## src/rtl/fir_frame_sched_if.sv

```systemverilog
// Pixel handshake bundle between the frame scheduler, its pixel source and the 2D FIR datapath.
// The slave modport is the scheduler's view; master is the source/datapath side.
interface fir_frame_sched_if #(
    parameter int unsigned DATA_WIDTH = 8
);
    logic                  src_valid;
    logic [DATA_WIDTH-1:0] src_data;
    logic                  src_ready;
    logic                  dn_ready;
    logic                  fir_valid;
    logic [DATA_WIDTH-1:0] fir_data;

    modport master (
        output src_valid, src_data, dn_ready,
        input  src_ready, fir_valid, fir_data
    );

    modport slave (
        input  src_valid, src_data, dn_ready,
        output src_ready, fir_valid, fir_data
    );
endinterface

```

## src/rtl/fir_frame_sched.sv

```systemverilog
// Frame scheduler for a 2D FIR: emits top pad lines, the source frame, bottom pad lines,
// then drains the datapath, with shadowed size/coefficient configuration.
module fir_frame_sched #(
    parameter int unsigned DATA_WIDTH  = 8,
    parameter int unsigned LINE_CNT    = 12,
    parameter int unsigned COEFF_WIDTH = 14,
    parameter int unsigned PAD_LINES   = 1,
    parameter int unsigned PAD_VALUE   = 0,
    parameter int unsigned FLUSH_CYC   = 8
) (
    input  logic                     clk,
    input  logic                     rst_n,
    input  logic                     start_i,
    input  logic                     abort_i,
    input  logic [LINE_CNT-1:0]      cfg_h_size_i,
    input  logic [LINE_CNT-1:0]      cfg_v_size_i,
    input  logic [6*COEFF_WIDTH-1:0] cfg_coeff_i,
    fir_frame_sched_if.slave         pix_if,
    output logic                     fir_ce_o,
    output logic [LINE_CNT-1:0]      fir_h_size_o,
    output logic [LINE_CNT-1:0]      fir_v_size_o,
    output logic [6*COEFF_WIDTH-1:0] fir_coeff_o,
    output logic                     busy_o,
    output logic                     done_o,
    output logic                     err_o
);
    localparam int unsigned FlushW = (FLUSH_CYC > 0) ? $clog2(FLUSH_CYC + 1) : 1;
    localparam logic [LINE_CNT-1:0]   PadLast   = LINE_CNT'(PAD_LINES - 1);
    localparam logic [LINE_CNT-1:0]   PadSpan   = LINE_CNT'(2 * PAD_LINES);
    localparam logic [LINE_CNT:0]     PadSpanW  = (LINE_CNT + 1)'(2 * PAD_LINES);
    localparam logic [FlushW-1:0]     FlushLast = FlushW'(FLUSH_CYC - 1);
    localparam logic [DATA_WIDTH-1:0] PadPix    = DATA_WIDTH'(PAD_VALUE);

    typedef enum logic [2:0] {
        StIdle, StPadTop, StActive, StPadBot, StFlush, StDone
    } state_e;

    state_e                   state_q, state_d;
    logic [LINE_CNT-1:0]      h_q, h_d;
    logic [LINE_CNT-1:0]      v_q, v_d;
    logic [6*COEFF_WIDTH-1:0] coeff_q, coeff_d;
    logic [LINE_CNT-1:0]      x_q, x_d;
    logic [LINE_CNT-1:0]      y_q, y_d;
    logic [FlushW-1:0]        flush_q, flush_d;
    logic                     fir_valid_q, fir_valid_d;
    logic [DATA_WIDTH-1:0]    fir_data_q, fir_data_d;
    logic                     err_q, err_d;

    logic                advance;
    logic                beat;
    logic                done;
    logic                src_ready;
    logic                cfg_legal;
    logic                flush_done;
    logic [LINE_CNT:0]   v_pad_wide;
    logic [LINE_CNT-1:0] last_y;

    // v shadow holds the padded last-line index so the output reads 0 straight out of reset
    assign v_pad_wide = {1'b0, cfg_v_size_i} + PadSpanW;
    assign cfg_legal  = (cfg_h_size_i >= LINE_CNT'(2)) && (cfg_v_size_i >= LINE_CNT'(1)) &&
                        !v_pad_wide[LINE_CNT];
    assign advance    = !fir_valid_q || pix_if.dn_ready;
    assign last_y     = (state_q == StActive) ? (v_q - PadSpan) : PadLast;
    assign flush_done = (FLUSH_CYC == 0) || (!fir_valid_q && (flush_q == FlushLast));

    always_comb begin
        state_d     = state_q;
        h_d         = h_q;
        v_d         = v_q;
        coeff_d     = coeff_q;
        x_d         = x_q;
        y_d         = y_q;
        flush_d     = flush_q;
        fir_valid_d = fir_valid_q;
        fir_data_d  = fir_data_q;
        err_d       = 1'b0;
        beat        = 1'b0;
        done        = 1'b0;
        src_ready   = 1'b0;

        unique case (state_q)
            StIdle: begin
                if (advance) fir_valid_d = 1'b0;
                if (start_i && !abort_i) begin
                    if (cfg_legal) begin
                        h_d     = cfg_h_size_i;
                        v_d     = v_pad_wide[LINE_CNT-1:0];
                        coeff_d = cfg_coeff_i;
                        x_d     = '0;
                        y_d     = '0;
                        flush_d = '0;
                        state_d = (PAD_LINES == 0) ? StActive : StPadTop;
                    end else begin
                        err_d = 1'b1;
                    end
                end
            end
            StPadTop, StPadBot: begin
                if (advance) begin
                    fir_valid_d = 1'b1;
                    fir_data_d  = PadPix;
                    beat        = 1'b1;
                end
            end
            StActive: begin
                src_ready = advance && !abort_i;
                if (advance) begin
                    fir_valid_d = pix_if.src_valid;
                    if (pix_if.src_valid) begin
                        fir_data_d = pix_if.src_data;
                        beat       = 1'b1;
                    end
                end
            end
            StFlush: begin
                if (advance) fir_valid_d = 1'b0;
                if (!fir_valid_q) flush_d = flush_q + FlushW'(1);
                if (flush_done) state_d = StDone;
            end
            StDone: begin
                if (advance) fir_valid_d = 1'b0;
                done    = 1'b1;
                state_d = StIdle;
            end
            default: state_d = StIdle;
        endcase

        // Region changes on the edge that loads the region's last pixel
        if (beat) begin
            if (x_q == h_q) begin
                x_d = '0;
                if (y_q == last_y) begin
                    y_d = '0;
                    if (state_q == StPadTop) begin
                        state_d = StActive;
                    end else if (state_q == StActive) begin
                        state_d = (PAD_LINES == 0) ? StFlush : StPadBot;
                    end else begin
                        state_d = StFlush;
                    end
                end else begin
                    y_d = y_q + LINE_CNT'(1);
                end
            end else begin
                x_d = x_q + LINE_CNT'(1);
            end
        end

        if (abort_i) begin
            state_d     = StIdle;
            fir_valid_d = 1'b0;
            done        = 1'b0;
        end
    end

    always_ff @(posedge clk or negedge rst_n) begin
        if (!rst_n) begin
            state_q     <= StIdle;
            h_q         <= '0;
            v_q         <= '0;
            coeff_q     <= '0;
            x_q         <= '0;
            y_q         <= '0;
            flush_q     <= '0;
            fir_valid_q <= 1'b0;
            fir_data_q  <= '0;
            err_q       <= 1'b0;
        end else begin
            state_q     <= state_d;
            h_q         <= h_d;
            v_q         <= v_d;
            coeff_q     <= coeff_d;
            x_q         <= x_d;
            y_q         <= y_d;
            flush_q     <= flush_d;
            fir_valid_q <= fir_valid_d;
            fir_data_q  <= fir_data_d;
            err_q       <= err_d;
        end
    end

    assign pix_if.src_ready = src_ready;
    assign pix_if.fir_valid = fir_valid_q;
    assign pix_if.fir_data  = fir_data_q;
    assign fir_h_size_o     = h_q;
    assign fir_v_size_o     = v_q;
    assign fir_coeff_o      = coeff_q;
    assign busy_o           = (state_q != StIdle);
    assign fir_ce_o         = (state_q != StIdle);
    assign done_o           = done;
    assign err_o            = err_q;
endmodule

```

## src/flat_wrapper.sv

```systemverilog
// flat-port wrapper written by rule: the top's interface ports become plain ports
module fir_frame_sched_flat 
#(
    parameter int unsigned DATA_WIDTH  = 8,
    parameter int unsigned LINE_CNT    = 12,
    parameter int unsigned COEFF_WIDTH = 14,
    parameter int unsigned PAD_LINES   = 1,
    parameter int unsigned PAD_VALUE   = 0,
    parameter int unsigned FLUSH_CYC   = 8
)
  (clk, rst_n, start_i, abort_i, cfg_h_size_i, cfg_v_size_i, cfg_coeff_i, fir_ce_o, fir_h_size_o, fir_v_size_o, fir_coeff_o, busy_o, done_o, err_o, pix_if_src_valid, pix_if_src_data, pix_if_dn_ready, pix_if_src_ready, pix_if_fir_valid, pix_if_fir_data);
  fir_frame_sched_if #(.DATA_WIDTH(DATA_WIDTH)) pix_if_i ();
  input  logic clk;
  input  logic rst_n;
  input  logic start_i;
  input  logic abort_i;
  input  logic [LINE_CNT-1:0] cfg_h_size_i;
  input  logic [LINE_CNT-1:0] cfg_v_size_i;
  input  logic [6*COEFF_WIDTH-1:0] cfg_coeff_i;
  output logic fir_ce_o;
  output logic [LINE_CNT-1:0] fir_h_size_o;
  output logic [LINE_CNT-1:0] fir_v_size_o;
  output logic [6*COEFF_WIDTH-1:0] fir_coeff_o;
  output logic busy_o;
  output logic done_o;
  output logic err_o;
  input wire logic [$bits(pix_if_i.src_valid)-1:0] pix_if_src_valid;
  input wire logic [$bits(pix_if_i.src_data)-1:0] pix_if_src_data;
  input wire logic [$bits(pix_if_i.dn_ready)-1:0] pix_if_dn_ready;
  output wire logic [$bits(pix_if_i.src_ready)-1:0] pix_if_src_ready;
  output wire logic [$bits(pix_if_i.fir_valid)-1:0] pix_if_fir_valid;
  output wire logic [$bits(pix_if_i.fir_data)-1:0] pix_if_fir_data;
  assign pix_if_i.src_valid = pix_if_src_valid;
  assign pix_if_i.src_data = pix_if_src_data;
  assign pix_if_i.dn_ready = pix_if_dn_ready;
  assign pix_if_src_ready = pix_if_i.src_ready;
  assign pix_if_fir_valid = pix_if_i.fir_valid;
  assign pix_if_fir_data = pix_if_i.fir_data;
  fir_frame_sched #(.DATA_WIDTH(DATA_WIDTH), .LINE_CNT(LINE_CNT), .COEFF_WIDTH(COEFF_WIDTH), .PAD_LINES(PAD_LINES), .PAD_VALUE(PAD_VALUE), .FLUSH_CYC(FLUSH_CYC)) u_core (.clk(clk), .rst_n(rst_n), .start_i(start_i), .abort_i(abort_i), .cfg_h_size_i(cfg_h_size_i), .cfg_v_size_i(cfg_v_size_i), .cfg_coeff_i(cfg_coeff_i), .pix_if(pix_if_i), .fir_ce_o(fir_ce_o), .fir_h_size_o(fir_h_size_o), .fir_v_size_o(fir_v_size_o), .fir_coeff_o(fir_coeff_o), .busy_o(busy_o), .done_o(done_o), .err_o(err_o));
endmodule
```

## config.mk

```make
export PLATFORM = sky130hd
export DESIGN_NAME = fir_frame_sched_flat
export DESIGN_NICKNAME = d
export VERILOG_FILES = /design/src/rtl/fir_frame_sched_if.sv /design/src/rtl/fir_frame_sched.sv /design/src/flat_wrapper.sv
export SDC_FILE = /design/constraint.sdc
export NUM_CORES = 1
export LEC_CHECK = 0
export ABC_CLOCK_PERIOD_IN_PS = 3300
export BUFFER_PORTS_ARGS = -buffer_cell sky130_fd_sc_hd__buf_2
export CAP_MARGIN = 20
export CORE_MARGIN = 1
export CORE_UTILIZATION = 35
export CTS_CLUSTER_SIZE = 28
export DETAILED_ROUTE_END_ITERATION = 10
export PLACE_DENSITY = 0.66
export SYNTH_ARGS = -nofsm -noshare
export SYNTH_HDL_FRONTEND = slang
export SYNTH_SLANG_ARGS = --single-unit
```

## constraint.sdc

```tcl
create_clock -name clk -period 3.3 [get_ports clk]
set_clock_uncertainty 0.05 [all_clocks]
set_input_delay 0.165 -clock clk [delete_from_list [all_inputs] [get_ports clk]]
set_output_delay 0.165 -clock clk [all_outputs]
set_load 0.02 [all_outputs]
```

### Yosys cells after proc, flatten, opt, wreduce, memory -nomap -nowiden

Cells that the tools add are included.
Widths: inputs -> output; s select.

| word-level totals | value |
|---|---|
| flip-flop bits (word level) | 149 |
| word-level logic and storage cells | 104 |

| cells by class | value |
|---|---|
| $lt $le $gt $ge | 2 |
| multiplexer cells | 45 |
| add/subtract/negate cells | 5 |
| reduce and logical (&&, ||, !) cells | 25 |
| equality and inequality tests | 17 |

Operators by type and width:

| operator | count |
|---|---|
| $mux 12 | 12 |
| $mux 3 | 9 |
| $add 12x1->12 const B | 2 |
| $eq 12x12->1 | 2 |
| $mux 8 | 3 |
| $pmux 8 s2 | 1 |
| $add 12x2->13 const B | 1 |
| $mux 1 | 13 |
| $ge 12x1->1 const B | 1 |
| $ge 12x2->1 const B | 1 |
| $mux 4 | 3 |
| $reduce_and 4->1 | 3 |
| $sub 12x2->12 const B | 1 |
| $reduce_bool 2->1 | 5 |
| $pmux 3 s3 | 1 |
| $ne 2x1->1 const B | 4 |
| $pmux 4 s2 | 1 |
| $eq 3x2->1 const B | 2 |
| $eq 3x3->1 const B | 2 |
| $ne 3x2->1 const B | 2 |
| $reduce_and 3->1 | 2 |
| $reduce_or 3->1 | 2 |
| $logic_and 1x1->1 | 5 |
| $add 4x1->4 const B | 1 |
| 12 further kinds | 15 |

### Logic depth before layout (Yosys ltp)

| logic depth | value |
|---|---|
| word-level depth | 10 |
| depth in mapped cells | 12 |

### Worst setup path before layout

No wires, ideal clock.

| timing path | value |
|---|---|
| path kind | reg2reg |
| from | reg u_core.v_q[1], in the netlist u_core.fir_v_size_o[1] |
| to | reg u_core.state_q[1] |
| library setup time | 0.087 ns |
| arrival | 2.757 ns |
| cell stages (with the launch flop) | 12 |
| period minus slack after synthesis | 2.894 ns |
| setup slack | 0.406 ns |
| required time | 3.163 ns |
| cell sequence | dfrtp_1 -> inv_1 -> ha_1 -> nor3b_1 -> xor2_1 -> or3b_2 -> a2111oi_0 -> o2111ai_1 -> a211oi_2 -> buf_6 -> nand4_2 -> a211oi_2 |

| between the ends | value |
|---|---|
| cells in the longest elaborated chain, start to end | 7 |

Ends and longest elaborated chain:

| what | RTL line | RTL |
|---|---|---|
| start: declaration | fir_frame_sched.sv:40 | `logic [LINE_CNT-1:0] v_q, v_d;` |
| start signal: assignment | fir_frame_sched.sv:171 | `v_q <= v_d;` |
| $sub 12x2->12 | fir_frame_sched.sv:63 | `assign last_y = (state_q == StActive) ? (v_q - PadSpan) : PadLast;` |
| $mux 12 | fir_frame_sched.sv:63 |  |
| $eq 12x12->1 | fir_frame_sched.sv:132 | `if (y_q == last_y) begin` |
| $mux 3 | fir_frame_sched.sv:132 |  |
| $mux 3 | fir_frame_sched.sv:130 | `if (x_q == h_q) begin` |
| $mux 3 | fir_frame_sched.sv:129 | `if (beat) begin` |
| $mux 3 | fir_frame_sched.sv:149 | `if (abort_i) begin` |
| net u_core.state_d[1] | fir_frame_sched.sv:38 | `state_e state_q, state_d;` |
| end signal: assignment | fir_frame_sched.sv:158 | `state_q <= StIdle;` |
| end signal: assignment | fir_frame_sched.sv:169 | `state_q <= state_d;` |
| end: declaration | fir_frame_sched.sv:38 |  |

The timed path passes the listed nets, and every way through them passes these cells.
A chain may end at the register's enable or synchronous reset.

### Worst setup path after layout

| timing path | value |
|---|---|
| from | reg u_core.v_q[1], in the netlist u_core.fir_v_size_o[1] |
| to | reg u_core.y_q[6] |

| between the ends | value |
|---|---|
| cells in the longest elaborated chain, start to end | 6 |

Ends and longest elaborated chain:

| what | RTL line | RTL |
|---|---|---|
| $sub 12x2->12 | fir_frame_sched.sv:63 |  |
| $mux 12 | fir_frame_sched.sv:63 |  |
| $eq 12x12->1 | fir_frame_sched.sv:132 |  |
| $mux 12 | fir_frame_sched.sv:132 |  |
| $mux 12 | fir_frame_sched.sv:130 |  |
| $mux 12 | fir_frame_sched.sv:129 |  |
| net u_core.y_d[6] | fir_frame_sched.sv:43 | `logic [LINE_CNT-1:0] y_q, y_d;` |
| end signal: assignment | fir_frame_sched.sv:174 | `y_q <= y_d;` |
| end: declaration | fir_frame_sched.sv:43 |  |

The timed path passes the listed nets, and every way through them passes these cells.

==> impl_metrics.toml <==
[setup_path]
critical_path.top_delay_family = "compound AO/OA/AOI/OAI gates"
crit_path_max_fanout = 11
required_ns = 3.54
cp-start-kind = "flip-flop"
cp_num_buf_inv = 2
crit_arrival_ns = 3.23
critPathLaunch = "u_core.fir_v_size_o[1]"
slowest_stage = "or3b_2"
end_kind = "flip-flop"
max_stage_delay_ns = 0.47
reg2reg_depth = 11
crit_cells = 11
r2r_setup_slack_ns = 0.31
cp_cell_sequence = "inv_1 -> ha_1 -> nor3b_1 -> xor2_1 -> or3b_2 -> a2111oi_0 -> o2111ai_1 -> a211oi_2 -> buf_4 -> a21o_1 -> nor2_1"
cp-endpoint = "u_core.y_q[6]"
r2r_start = "u_core.fir_v_size_o[1]"
crit_type = "reg -> reg"
rr_endpoint = "u_core.y_q[6]"

[clock_network]
root_buffer = "clkbuf_16"
clock_path_buffers = 2
clk_latency_ns = 0.41
cts_tree = "built"
clock_sinks = 149
cts_buffers = 17
path_clk_slew_ns = 0.06
cts_max_level = 4
cts_resized = 0
cts_setup_buffers = 0

[grt]
grt_pass1_vias = 5921
grt_pass1_wl_microns = 30300
grt_max_degree = 79
grt-busiest-layer = "met2"
use_met2 = 0.325
antenna_found_initial = 2
grt_overflow = 0
grtUsageTotal = 0.192
globalRouteMet1Util = 0.233
met3_usage = 0.0569

[logic_synthesis]
synth_edf_count = 0
synth_cell_types = 61
syn_nets = 700
netlist_instances = 573
synth-async-reset-ratio = 1.00
syn_area_sq_mm = 0.00687
yosys_warnings = 0
seq_area_frac_synth = 0.543
synth_top_cell_area_share = 0.543
synth.avg_cell_area_sq_um = 12.0
ys_ff_latch = 149
synth.area.top_cells = "dfrtp_1 (54%), mux2_2 (16%), xnor2_1 (3.2%), xor2_1 (2.7%), nand2_1 (2.2%)"
synth.largest_area_cell = "dfrtp_1"
synth_flop_cell = "dfrtp_1"

[timing]
final-hold-violation-count = 0
holdWs_ns = 0.0269
fin_crit_sh = 0.908
min_period_ns = 2.99
drv_slew = 0
timing.fmax_mhz = 334
setup_violations = 0
setup_tns_ns = 0
slew_headroom = 0.497
fin_ws_ns = 0.305
worstMarginPinSlew_ns = 0.755
rsz0062_at_grt = "no"

[placed_design]
routabilityCongestion = 0.844
post-place-ws_ns = 0.312
io_buffers = 243
place_area_sq_mm = 0.00836
hpwlAfterDp_microns = 12400

[final_layout]
final_cell_area_sq_mm = 0.0101
final_cell_mix = "buf_2 (242), dfrtp_1 (149), dlygate4sd3_1 (108)"
layout-drive-gt1-share = 0.428
areaGrowthSynthToFinish_pct = 46.6
final_nets = 1045
final_common_cell = "buf_2"
fin_util = 0.531
fill_cells = 1608

[power_and_ir_drop]
powerDensity_mw_per_mm2 = 566
peakVddDrop_v = 0.000336
p_leak_nw = 4.65

[floorplanning]
io_pins = 244
design.core.area_sq_mm = 0.0190
std_cell_rows = 50
die_y_microns = 142
die_area_sq_mm = 0.0202
initial_utilization = 0.362
die_w_microns = 142

[drt]
final_antenna_net_count = 0
drt-initial-drc-count = 248
drc_errors = 0
drtPass1Iterations = 4
wl_microns = 18600
wl_per_cell_microns = 15.6
via_per_inst = 4.87
vias = 5804

[status]
status = "completed"

[min_path]
min_from = "pix_if_dn_ready"
min_path_type = "in -> reg"

[flow_run]
maxCapViolCount = 0
==> synthesized netlist by cell type (2+ instances only) <==
cell,number
or4_1,2
o21ai_0,27
a31oi_1,2
dfrtp_1,149
or2_2,4
a211oi_2,2
inv_1,3
or3b_2,2
nand3_1,14
o31ai_1,3
a22o_1,11
nor4_1,8
or3_1,7
a21o_1,4
o21ai_1,2
a21oi_1,8
nand3b_1,2
xor2_1,21
clkbuf_1,23
nor4b_1,2
buf_4,3
ha_1,5
o2bb2ai_1,2
mux2_2,99
nand2b_1,4
nand4_1,9
xnor2_1,25
buf_2,3
nor3_1,8
and3_1,10
and4_1,2
nand2_1,41
nor2_1,29
o21bai_1,2
a211oi_1,3
nor2b_1,5
buf_1,3
==> cell type report <==
cell class	instances	area, sq um	share of cell area
diodes	1	2.50	0.000249
clock buffers	17	425	0.0423
clock inverters	14	196	0.0195
inverters	4	15.0	0.00149
multi-input cells	386	2980	0.296
flip-flops and latches	149	3730	0.370
well taps	260	325	0.0323
repair buffers	360	2400	0.238
==> registers in the layout, summed over array words and instances (netlist names) <==
| name | count |
|---|---|
| u_core.fir_coeff_o | 84 |
| u_core.fir_h_size_o | 12 |
| u_core.fir_v_size_o | 12 |
| u_core.x_q | 12 |
| u_core.y_q | 12 |
| u_core.pix_if.fir_data | 8 |
| u_core.flush_q | 4 |
| u_core.state_q | 3 |
| u_core.err_o | 1 |
| u_core.pix_if.fir_valid | 1 |
==> worst register-to-register path: stages (launching register included) <==
cell and delay [ns]:
dfrtp_1 0.43, inv_1 0.08, ha_1 0.19, nor3b_1 0.26, xor2_1 0.14, or3b_2 0.47
a2111oi_0 0.40, o2111ai_1 0.18, a211oi_2 0.17, buf_4 0.21, a21o_1 0.24, nor2_1 0.07
==> worst min-delay path by stage <==
| stage | endpoint | slack (ns) | cells after the start |
|---|---|---|---|
| final | u_core.pix_if.fir_valid | 0.03 | 4 |
| after global routing | u_core.pix_if.fir_valid | 0.04 | 4 |
| after CTS | u_core.pix_if.fir_valid | 0.004 | 4 |
| after detailed placement | u_core.y_q[3] | 0.20 | 1 |
| after global placement | u_core.y_q[0] | 0.20 | 1 |
| after floorplan | u_core.err_o | -0.18 | 0 |
==> through the flow <==
| step | std cells | power (mW) |
|---|---|---|
| 3_5_place_dp | 1051 | 3.57 |
| 6_report | 1191 | 5.70 |
| 2_1_floorplan | 573 | 3.06 |
| 3_3_place_gp | 1051 | 3.55 |
| 5_1_grt | 1191 | 5.97 |
| 4_1_cts | 1190 | 5.76 |
==> layer usage <==
| metal | up-vias | share of wire |
|---|---|---|
| met5 | - | 0.00054 |
| met4 | 2 | 0.017 |
| met3 | 20 | 0.059 |
| met2 | 196 | 0.50 |
| met1 | 2847 | 0.42 |
| li1 | 2739 | - |
==> cell families after synthesis <==
group / after synthesis / synth area share
AOI/OAI and AO/OA: 79 / 0.0793
xor gates and xnor gates: 46 / 0.0587
adders and majority gates: 5 / 0.00911
buffers and inverters: 38 / 0.0246
DFF: 149 / 0.543
muxes: 99 / 0.162
and+or+nand+nor: 157 / 0.123
==> where the power goes <==
group	total [mW]	internal [mW]	switching (mW)	leakage, nW
logic	1.35	0.609	0.741	2.51
registers	2.29	2.09	0.201	1.85
clock network	2.06	1.27	0.788	0.297
total	5.70	3.97	1.73	4.65
==> what timing repair did <==
| item | CTS | global route |
|---|---|---|
| setup endpoints to repair | 0 | 0 |
| hold endpoints to repair | 187 | 0 |
| hold buffers | 108 | 0 |
Note: power is estimated with default switching activity, not from simulation.
